`src/rtl/maquina_escritura_rtc_if.sv`:
```
// Bus bundle between the RTC write machine, the main machine and the bus control machine.
// Handshake: every input is sampled on the rising clk edge; the strobes are level-qualified one cycle at a time.
interface maquina_escritura_rtc_if;
  logic       DIR;
  logic       DAT;
  logic       cambio_estado;
  logic       Escritura;
  logic       En_clk;
  logic [7:0] D_Seg;
  logic [7:0] D_Min;
  logic [7:0] D_Hora;
  logic [7:0] Seg_E;
  logic [7:0] Min_E;
  logic [7:0] Hora_E;
  logic [7:0] Dia_E;
  logic [7:0] Mes_E;
  logic [7:0] Ano_E;
  logic [7:0] Dir_E;
  logic [7:0] Dato_E;
  logic       E_Esc;
  logic       Tr_Esc;
  logic       Term_Esc;

  modport master (
    output DIR, DAT, cambio_estado, Escritura, En_clk,
    output D_Seg, D_Min, D_Hora,
    output Seg_E, Min_E, Hora_E, Dia_E, Mes_E, Ano_E,
    input  Dir_E, Dato_E, E_Esc, Tr_Esc, Term_Esc
  );

  modport slave (
    input  DIR, DAT, cambio_estado, Escritura, En_clk,
    input  D_Seg, D_Min, D_Hora,
    input  Seg_E, Min_E, Hora_E, Dia_E, Mes_E, Ano_E,
    output Dir_E, Dato_E, E_Esc, Tr_Esc, Term_Esc
  );
endinterface

```
`src/rtl/maquina_escritura_rtc.sv`:
```
// RTC write sequencer: snapshots a time/date and walks the RTC registers one bus transaction each.
// Optional macro ESC_TIMER_EN enables the short timer-set path (En_clk = 0, command 8'hF2).
module maquina_escritura_rtc (
  input  logic                          clk,
  input  logic                          reset,
  maquina_escritura_rtc_if.slave        bus,
  output logic [2:0]                    state_dbg
);

  typedef enum logic [2:0] {
    IDLE   = 3'd0,
    W_SEG  = 3'd1,
    W_MIN  = 3'd2,
    W_HORA = 3'd3,
    W_DIA  = 3'd4,
    W_MES  = 3'd5,
    W_ANO  = 3'd6,
    W_CMD  = 3'd7
  } state_t;

  state_t     state_q, state_d;
  logic [7:0] dir_q, dir_d;
  logic [7:0] dato_q, dato_d;
  logic       e_esc_q, e_esc_d;
  logic       tr_esc_q, tr_esc_d;
  logic       term_esc;

  logic [7:0] seg_q, seg_d;
  logic [7:0] min_q, min_d;
  logic [7:0] hora_q, hora_d;
  logic [7:0] dia_q, dia_d;
  logic [7:0] mes_q, mes_d;
  logic [7:0] ano_q, ano_d;
  logic       en_clk_q, en_clk_d;

  logic [7:0] cur_addr;
  logic [7:0] cur_data;
  state_t     next_w;

  // Per-state address/data and successor; RTC minute/second/hour addresses stay live.
  always_comb begin
    cur_addr = 8'hFF;
    cur_data = 8'h00;
    next_w   = IDLE;
    case (state_q)
      W_SEG: begin
        cur_addr = bus.D_Seg;
        cur_data = seg_q;
        next_w   = W_MIN;
      end
      W_MIN: begin
        cur_addr = bus.D_Min;
        cur_data = min_q;
        next_w   = W_HORA;
      end
      W_HORA: begin
        cur_addr = bus.D_Hora;
        cur_data = hora_q;
        next_w   = en_clk_q ? W_DIA : W_CMD;
      end
      W_DIA: begin
        cur_addr = 8'h24;
        cur_data = dia_q;
        next_w   = W_MES;
      end
      W_MES: begin
        cur_addr = 8'h25;
        cur_data = mes_q;
        next_w   = W_ANO;
      end
      W_ANO: begin
        cur_addr = 8'h26;
        cur_data = ano_q;
        next_w   = W_CMD;
      end
      W_CMD: begin
`ifdef ESC_TIMER_EN
        cur_addr = en_clk_q ? 8'hF1 : 8'hF2;
`else
        cur_addr = 8'hF1;
`endif
        cur_data = 8'h01;
        next_w   = IDLE;
      end
      default: begin
        cur_addr = 8'hFF;
        cur_data = 8'h00;
        next_w   = IDLE;
      end
    endcase
  end

  always_comb begin
    state_d  = state_q;
    dir_d    = dir_q;
    dato_d   = dato_q;
    e_esc_d  = e_esc_q;
    tr_esc_d = tr_esc_q;
    seg_d    = seg_q;
    min_d    = min_q;
    hora_d   = hora_q;
    dia_d    = dia_q;
    mes_d    = mes_q;
    ano_d    = ano_q;
    en_clk_d = en_clk_q;
    term_esc = 1'b0;

    case (state_q)
      IDLE: begin
        dir_d    = 8'hFF;
        dato_d   = 8'h00;
        e_esc_d  = 1'b0;
        tr_esc_d = 1'b0;
        if (bus.Escritura) begin
          seg_d    = bus.Seg_E;
          min_d    = bus.Min_E;
          hora_d   = bus.Hora_E;
          dia_d    = bus.Dia_E;
          mes_d    = bus.Mes_E;
          ano_d    = bus.Ano_E;
`ifdef ESC_TIMER_EN
          en_clk_d = bus.En_clk;
`else
          en_clk_d = 1'b1;
`endif
          e_esc_d  = 1'b1;
          state_d  = W_SEG;
        end
      end
      W_SEG, W_MIN, W_HORA, W_DIA, W_MES, W_ANO, W_CMD: begin
        // Strobe priority DIR > DAT > cambio_estado; an idle cycle keeps requesting.
        if (bus.DIR) begin
          dir_d = cur_addr;
        end else if (bus.DAT) begin
          dato_d   = cur_data;
          tr_esc_d = 1'b1;
        end else if (bus.cambio_estado) begin
          tr_esc_d = 1'b0;
          e_esc_d  = 1'b0;
          state_d  = next_w;
          term_esc = (state_q == W_CMD);
        end else begin
          e_esc_d = 1'b1;
        end
      end
      default: begin
        state_d  = IDLE;
        dir_d    = 8'hFF;
        dato_d   = 8'h00;
        e_esc_d  = 1'b0;
        tr_esc_d = 1'b0;
      end
    endcase
  end

  always_ff @(posedge clk) begin
    if (reset) begin
      state_q  <= IDLE;
      dir_q    <= 8'hFF;
      dato_q   <= 8'h00;
      e_esc_q  <= 1'b0;
      tr_esc_q <= 1'b0;
      seg_q    <= 8'h00;
      min_q    <= 8'h00;
      hora_q   <= 8'h00;
      dia_q    <= 8'h00;
      mes_q    <= 8'h00;
      ano_q    <= 8'h00;
      en_clk_q <= 1'b0;
    end else begin
      state_q  <= state_d;
      dir_q    <= dir_d;
      dato_q   <= dato_d;
      e_esc_q  <= e_esc_d;
      tr_esc_q <= tr_esc_d;
      seg_q    <= seg_d;
      min_q    <= min_d;
      hora_q   <= hora_d;
      dia_q    <= dia_d;
      mes_q    <= mes_d;
      ano_q    <= ano_d;
      en_clk_q <= en_clk_d;
    end
  end

  // The done pulse is combinational, so reset must mask it to abort cleanly.
  assign bus.Term_Esc = term_esc & ~reset;
  assign bus.Dir_E    = dir_q;
  assign bus.Dato_E   = dato_q;
  assign bus.E_Esc    = e_esc_q;
  assign bus.Tr_Esc   = tr_esc_q;
  assign state_dbg    = state_q;

endmodule

```
`src/flat_wrapper.sv`:
```
// flat-port wrapper written by rule: the top's interface ports become plain ports
module maquina_escritura_rtc_flat 
  (clk, reset, state_dbg, bus_DIR, bus_DAT, bus_cambio_estado, bus_Escritura, bus_En_clk, bus_D_Seg, bus_D_Min, bus_D_Hora, bus_Seg_E, bus_Min_E, bus_Hora_E, bus_Dia_E, bus_Mes_E, bus_Ano_E, bus_Dir_E, bus_Dato_E, bus_E_Esc, bus_Tr_Esc, bus_Term_Esc);
  maquina_escritura_rtc_if bus_i ();
  input  logic clk;
  input  logic reset;
  output logic [2:0] state_dbg;
  input wire logic [$bits(bus_i.DIR)-1:0] bus_DIR;
  input wire logic [$bits(bus_i.DAT)-1:0] bus_DAT;
  input wire logic [$bits(bus_i.cambio_estado)-1:0] bus_cambio_estado;
  input wire logic [$bits(bus_i.Escritura)-1:0] bus_Escritura;
  input wire logic [$bits(bus_i.En_clk)-1:0] bus_En_clk;
  input wire logic [$bits(bus_i.D_Seg)-1:0] bus_D_Seg;
  input wire logic [$bits(bus_i.D_Min)-1:0] bus_D_Min;
  input wire logic [$bits(bus_i.D_Hora)-1:0] bus_D_Hora;
  input wire logic [$bits(bus_i.Seg_E)-1:0] bus_Seg_E;
  input wire logic [$bits(bus_i.Min_E)-1:0] bus_Min_E;
  input wire logic [$bits(bus_i.Hora_E)-1:0] bus_Hora_E;
  input wire logic [$bits(bus_i.Dia_E)-1:0] bus_Dia_E;
  input wire logic [$bits(bus_i.Mes_E)-1:0] bus_Mes_E;
  input wire logic [$bits(bus_i.Ano_E)-1:0] bus_Ano_E;
  output wire logic [$bits(bus_i.Dir_E)-1:0] bus_Dir_E;
  output wire logic [$bits(bus_i.Dato_E)-1:0] bus_Dato_E;
  output wire logic [$bits(bus_i.E_Esc)-1:0] bus_E_Esc;
  output wire logic [$bits(bus_i.Tr_Esc)-1:0] bus_Tr_Esc;
  output wire logic [$bits(bus_i.Term_Esc)-1:0] bus_Term_Esc;
  assign bus_i.DIR = bus_DIR;
  assign bus_i.DAT = bus_DAT;
  assign bus_i.cambio_estado = bus_cambio_estado;
  assign bus_i.Escritura = bus_Escritura;
  assign bus_i.En_clk = bus_En_clk;
  assign bus_i.D_Seg = bus_D_Seg;
  assign bus_i.D_Min = bus_D_Min;
  assign bus_i.D_Hora = bus_D_Hora;
  assign bus_i.Seg_E = bus_Seg_E;
  assign bus_i.Min_E = bus_Min_E;
  assign bus_i.Hora_E = bus_Hora_E;
  assign bus_i.Dia_E = bus_Dia_E;
  assign bus_i.Mes_E = bus_Mes_E;
  assign bus_i.Ano_E = bus_Ano_E;
  assign bus_Dir_E = bus_i.Dir_E;
  assign bus_Dato_E = bus_i.Dato_E;
  assign bus_E_Esc = bus_i.E_Esc;
  assign bus_Tr_Esc = bus_i.Tr_Esc;
  assign bus_Term_Esc = bus_i.Term_Esc;
  maquina_escritura_rtc u_core (.clk(clk), .reset(reset), .bus(bus_i), .state_dbg(state_dbg));
endmodule
```
`config.mk`:
```
export PLATFORM = sky130hd
export DESIGN_NAME = maquina_escritura_rtc_flat
export DESIGN_NICKNAME = d
export VERILOG_FILES = /design/src/rtl/maquina_escritura_rtc_if.sv /design/src/rtl/maquina_escritura_rtc.sv /design/src/flat_wrapper.sv
export SDC_FILE = /design/constraint.sdc
export NUM_CORES = 1
export LEC_CHECK = 0
export BUFFER_PORTS_ARGS = -buffer_cell sky130_fd_sc_hd__clkbuf_2
export CORE_MARGIN = 3
export CORE_UTILIZATION = 46
export CTS_CLUSTER_SIZE = 12
export DETAILED_ROUTE_END_ITERATION = 16
export HOLD_SLACK_MARGIN = 0.03
export PLACE_DENSITY = 0.81
export SLEW_MARGIN = 20
export SYNTH_ARGS = -nofsm -noshare
export SYNTH_HDL_FRONTEND = slang
export SYNTH_SLANG_ARGS = --single-unit
```
`constraint.sdc`:
```
create_clock -name clk -period 1.4 [get_ports clk]
set_input_delay 0.28 -clock clk [delete_from_list [all_inputs] [get_ports clk]]
set_output_delay 0.28 -clock clk [all_outputs]
set_load 0.03 [all_outputs]
```
==> metrics.yaml, run 1 <==
setup_path:
  crit_slowest_cell: "dfxtp_4"
  critPathTopFamily: "buffers and inverters"
  crit_top_cell: "buf_6"
  reg2reg_slack_ns: -0.16
  critPathKind: "flop to flop"
  start_kind: "flop"
  crit_buf_inv: 3
  end_kind: "flop"
  cp_max_fo: 10
  r2r_start: "u_core.state_dbg[1]"
  worstPathArrival_ns: 1.80
  crit_chain: "buf_12, nor3_4, buf_6, or2_1, buf_6, a211oi_1"
  cp_slowest_stage_delay_ns: 0.39
  rr_endpoint: "u_core.bus.Dato_E[4]"
  required_ns: 1.64
  worstRegToRegCells: 6
placed_design:
  placed_cell_area_sq_um: 3870
  place_congestion: 0.833
  io_buffer_count: 99
  pre_cts_ws_ns: -0.107
  hpwl_um: 6170
drt:
  drc: 0
  vias: 3603
  routed_wirelength_um: 11800
  routedWlPerCell_um: 19.4
  viasPerCell: 5.94
  drt-initial-drc-count: 311
  postRouteAntennaNets: 0
  dr.pass1.iters: 5
yosys:
  synth_seq_cells: 70
  synth_top_area_share_pct: 44.9
  synth.avg_cell_area_sq_um: 7.81
  ys_top_cells_by_count: "101 x nand2_1, 70 x dfxtp_1, 57 x a21oi_1"
  synth_edf_count: 0
  synth_warnings: 0
  syn_inst: 399
  synth_fp_nets: 478
  yosysSeqAreaShare_pct: 44.9
  synth.most_common_cell: "nand2_1"
  synth_cell_types: 39
  synthFlopType: "dfxtp_1"
  synth_top_cell_by_area: "dfxtp_1"
  netlist_area_sq_um: 3120
  async_reset_ff_share_pct: 0
  ys_top_cells_by_area: "dfxtp_1 45%, nand2_1 12%, a21oi_1 9.1%"
cts:
  cts_htree_levels: 3
  cts_tree: "built"
  worst_skew_pair.late_latency_ns: 0.34
  clock-sinks: 70
  cts_buffer_depth: 2
  ctsRootBufferMaster: "clkbuf_8"
  hold_buffers: 0
  cts_buffers: 9
  clk_pin_slew_ns: 0.08
min_path:
  hold_start: "bus_Ano_E[1]"
  hold_path_end: "u_core.ano_q[1]"
  hp-class: "input pin to flop"
  holdPathStages: 3
finish:
  final_nets: 606
  drive_gt1_share_pct: 44.3
  syn_to_final_growth_pct: 55.4
  fin_area_sq_um: 4840
  diodes: 0
sta:
  clock_skew_ns: 0.00906
  worst_pin_slew_ns: 0.356
  period_share_pct: 112
  fin_ws_ns: -0.162
  final-hold-violation-count: 0
  period_minus_slack_ns: 1.56
  max_clock_freq_ghz: 0.640
  setup_viol: 63
  rsz0062_at_grt: "yes"
  slew_headroom_pct: 76.2
  drv_slew: 0
global_routing:
  top_usage_layer: "met2"
  grt_first_pass_wirelength_um: 15300
  overflow: 0
  grt_use_met1_pct: 31.6
  grt_pass1_vias: 3215
  grt_antenna_before_repair: 0
  use_met3_pct: 5.77
  track_usage_pct: 25.5
  grt_max_degree: 52
  grt_use_met2_pct: 43.9
floorplanning:
  die-area_sq_um: 7800
  core_area_sq_um: 6460
  initial_core_util_pct: 48.3
  ioPinCount: 101
  dieHeight_um: 88.3
  die_x_um: 88.3
  row_count: 29
power:
  worst_ir_drop_vdd_mv: 0.766
  p_total_mw: 4.85
  p_leak_nw: 2.04
  powerDensity_nw_per_um2: 1000
flow_run:
  cap_violations: 0
status:
  violations: "negative setup slack"
  outcome: "finished with violations"
-- cells by family after synthesis --
family	after synthesis	synth area share, %
and+or+nand+nor	163	22.5
AOI/OAI and AO/OA	108	20.5
DFF	70	44.9
buffers and inverters	39	5.86
muxes	18	5.86
xor gates and xnor gates	1	0.281
-- metal layers --
metal / vias up / share of wire, %
li1: 1622 / -
met1: 1695 / 38
met2: 241 / 49
met3: 45 / 8.3
met4: 0 / 4.2
met5: - / 0
-- layout make-up --
cell class / count / area, sq um
Multi-Input combinational cell: 290 / 1910
Fill cell: 440 / 1610
Sequential cell: 70 / 1410
Timing Repair Buffer: 149 / 1210
Clock buffer: 13 / 159
Tap cell: 77 / 96.3
Clock inverter: 1 / 30.0
Inverter: 7 / 26.3
-- metrics by stage --
step                TNS [ns]  instances  hold slack (ns)  util (%)
floorplan             -0.323        399            0.414         -
global placement      -0.105        572            0.441      60.0
detailed placement    -0.317        572            0.448      60.0
CTS                   -0.252        601            0.146      68.5
global route           -8.71        607            0.145      75.0
finish                 -5.55        607            0.147      75.0
-- cell usage in the layout, fill, tap and decap left out, types with 10 or more instances in the layout --
master / count
buf_4: 23
a21oi_2: 17
clkbuf_8: 12
nand2_4: 14
buf_6: 10
nor2_1: 26
a21oi_1: 40
nand2_1: 84
o21ai_0: 11
dfxtp_1: 67
clkbuf_2: 95
-- worst max path at each step --
stage	startpoint	cells past startpoint	slack [ns]	endpoint
2_1_floorplan	u_core.state_dbg[1]	4	-0.05	bus_Term_Esc
3_3_place_gp	bus_DIR	5	-0.09	bus_Term_Esc
3_5_place_dp	bus_DIR	5	-0.11	bus_Term_Esc
4_1_cts	u_core.state_dbg[0]	4	-0.12	bus_Term_Esc
5_1_grt	u_core.state_dbg[1]	6	-0.21	u_core.bus.Dato_E[4]
6_report	u_core.state_dbg[1]	6	-0.16	u_core.bus.Dato_E[4]
-- sequential cells by signal, indices dropped and copies added, names as in the netlist --
name	count
u_core.seg_q	8
u_core.mes_q	8
u_core.bus.Tr_Esc	1
u_core.hora_q	8
u_core.en_clk_q	1
u_core.ano_q	8
u_core.bus.Dato_E	8
u_core.bus.E_Esc	1
u_core.dia_q	8
u_core.min_q	8
u_core.state_dbg	3
u_core.bus.Dir_E	8
-- repair_timing --
item                       4_1_cts  5_1_grt
pin swaps                        6       35
setup endpoints to repair       11       70
resized for setup               32       93
gates cloned                     4        3
setup buffers                   12        3
-- where the power goes --
group          switching [mW]  internal, mW  leakage (nW)
sequential             0.0858          2.10         0.576
combinational           0.533         0.464          1.37
clock                   0.765         0.905        0.0956
total                    1.38          3.47          2.04
-- worst register-to-register path: stages (launching register included) --
cell	delay (ns)
dfxtp_4	0.39
buf_12	0.15
nor3_4	0.06
buf_6	0.12
or2_1	0.30
buf_6	0.18
a211oi_1	0.25
Note: power is estimated with default switching activity, not from simulation.
==> inputs of run 2 (changes only) <==
Settings changed: PLACE_DENSITY 0.81 to 0.77.
Clock period 1.4 ns to 1.3 ns, I/O delays scaled along.
==> metrics.yaml, run 2 (same netlist as run 1, synthesis figures left out) <==
power:
  worst_ir_drop_vdd_mv: 0.702
  p_leak_nw: 2.02
  powerDensity_nw_per_um2: 1040
global_routing:
  track_usage_pct: 23.9
  grt_first_pass_wirelength_um: 14400
  grt_max_degree: 54
  grt_pass1_vias: 3130
  grt_antenna_before_repair: 0
  overflow: 0
finish:
  drive_gt1_share_pct: 46.1
  layout_common_cells: "95 x clkbuf_2, 91 x nand2_1, 67 x dfxtp_1"
  regArea_sq_um: 1410
  stdcell_count: 622
  diodes: 0
  fin_area_sq_um: 4830
  layout_commonest_cell: "clkbuf_2"
  syn_to_final_growth_pct: 54.9
  fillers: 454
  final_nets: 619
  multi_input_area_sq_um: 1890
sta:
  worst_pin_slew_ns: 0.632
  final-hold-violation-count: 0
  rsz0062_at_grt: "yes"
  slew_headroom_pct: 57.8
  fin_ws_ns: -0.273
  setup_viol: 71
  period_share_pct: 121
  max_clock_freq_ghz: 0.636
  period_minus_slack_ns: 1.57
  drv_slew: 0
  clock_skew_ns: 0.0108
  fin_tns_setup_ns: -13.06
setup_path:
  cp_max_fo: 13
  rr_endpoint: "u_core.min_q[6]"
  reg2reg_slack_ns: -0.27
  critPathTopFamily: "simple AND/OR/NAND/NOR gates"
  crit_chain: "buf_6, buf_6, nor3_4, and2_4, clkbuf_16, nand2_1, a21oi_2"
  worst-path-stages: 7
  end_kind: "flop"
  cp_slowest_stage_delay_ns: 0.35
  critPathKind: "flop to flop"
  start_kind: "flop"
  required_ns: 1.58
  worstPathArrival_ns: 1.85
  worstRegToRegCells: 7
  crit_top_cell: "buf_6"
  crit_buf_inv: 3
  crit_slowest_cell: "dfxtp_4"
  r2r_start: "u_core.state_dbg[1]"
cts:
  worst_skew_pair.late_latency_ns: 0.35
  hold_buffers: 0
  cts_tree: "built"
  clock-sinks: 70
  cts_htree_levels: 3
  clk_pin_slew_ns: 0.08
  cts_buffers: 9
  ctsRootBufferMaster: "clkbuf_8"
  cts_buffer_depth: 2
drt:
  drc: 0
  vias: 3420
  postRouteAntennaNets: 0
  routedWlPerCell_um: 16.5
  drt-initial-drc-count: 208
  dr.pass1.iters: 4
  routed_wirelength_um: 10200
  viasPerCell: 5.50
floorplanning:
  dieHeight_um: 88.3
  die-area_sq_um: 7800
  ioPinCount: 101
  row_count: 29
  initial_core_util_pct: 48.3
  core_area_sq_um: 6460
  die_x_um: 88.3
placed_design:
  io_buffer_count: 99
  pre_cts_ws_ns: -0.186
  dp_cells: 585
  placed_cell_area_sq_um: 3960
  place_congestion: 0.891
  hpwl_um: 6400
min_path:
  holdPathStages: 3
  hold_path_end: "u_core.min_q[0]"
  hp-class: "input pin to flop"
  hold_start: "bus_Min_E[0]"
status:
  violations: "negative setup slack"
  outcome: "finished with violations"
flow_run:
  cap_violations: 0
-- run 2: cell types whose count changed in the layout (fill, tap and decap cells not counted), sizes merged --
| cell | previous run | this run |
|---|---|---|
| clkinvlp | 0 | 3 |
| buf | 49 | 61 |
| bufinv | 1 | 0 |
| inv | 7 | 8 |
-- run 2: worst register-to-register path, stage by stage, from the launching register on --
cell and delay (ns):
dfxtp_4 0.35, buf_6 0.13, buf_6 0.12, nor3_4 0.21
and2_4 0.27, clkbuf_16 0.19, nand2_1 0.09, a21oi_2 0.15
-- run 2: per-stage QoR --
step	utilization [%]	power, mW	hold WS (ns)
final	74.8	5.04	0.116
after global routing	74.8	5.22	0.115
after CTS	67.7	4.85	0.108
after detailed placement	61.3	3.11	0.448
after global placement	61.3	3.09	0.442
after floorplan	-	2.81	0.385
-- run 2: how the worst max path moves through the flow --
stage,startpoint,end
after detailed placement,u_core.state_dbg[2],u_core.bus.Dato_E[1]
after global routing,u_core.state_dbg[1],u_core.seg_q[3]
final,u_core.state_dbg[1],u_core.min_q[6]
after floorplan,u_core.state_dbg[1],bus_Term_Esc
after CTS,u_core.state_dbg[0],bus_Term_Esc
after global placement,u_core.state_dbg[2],u_core.bus.Dato_E[1]
-- run 2: report_power, final --
| group | internal (mW) | switching [mW] | total (mW) |
|---|---|---|---|
| clock network | 0.863 | 0.862 | 1.73 |
| registers | 2.26 | 0.0781 | 2.34 |
| logic | 0.457 | 0.524 | 0.981 |
-- run 2: repair_timing --
item                       in CTS  in global routing
setup buffers                  12                  7
resized for setup              32                 87
pin swaps                       4                 22
cloned                          0                  4
setup endpoints to repair      70                 72
-- run 2: cell type report --
cell class | count | area share, %
Timing Repair Buffer | 162 | 25.0
Clock buffer | 12 | 3.44
Sequential cell | 70 | 29.2
Clock inverter | 4 | 0.596
Inverter | 7 | 0.544
Multi-Input combinational cell | 290 | 39.2
Tap cell | 77 | 1.99
-- run 2: layer usage --
layer	track usage, %	vias to the layer above	wire, um
met1	29.1	1611	4130
met3	4.10	23	662
met5	0	-	0
li1	-	1653	-
met2	41.7	133	5200
met4	10.0	0	260
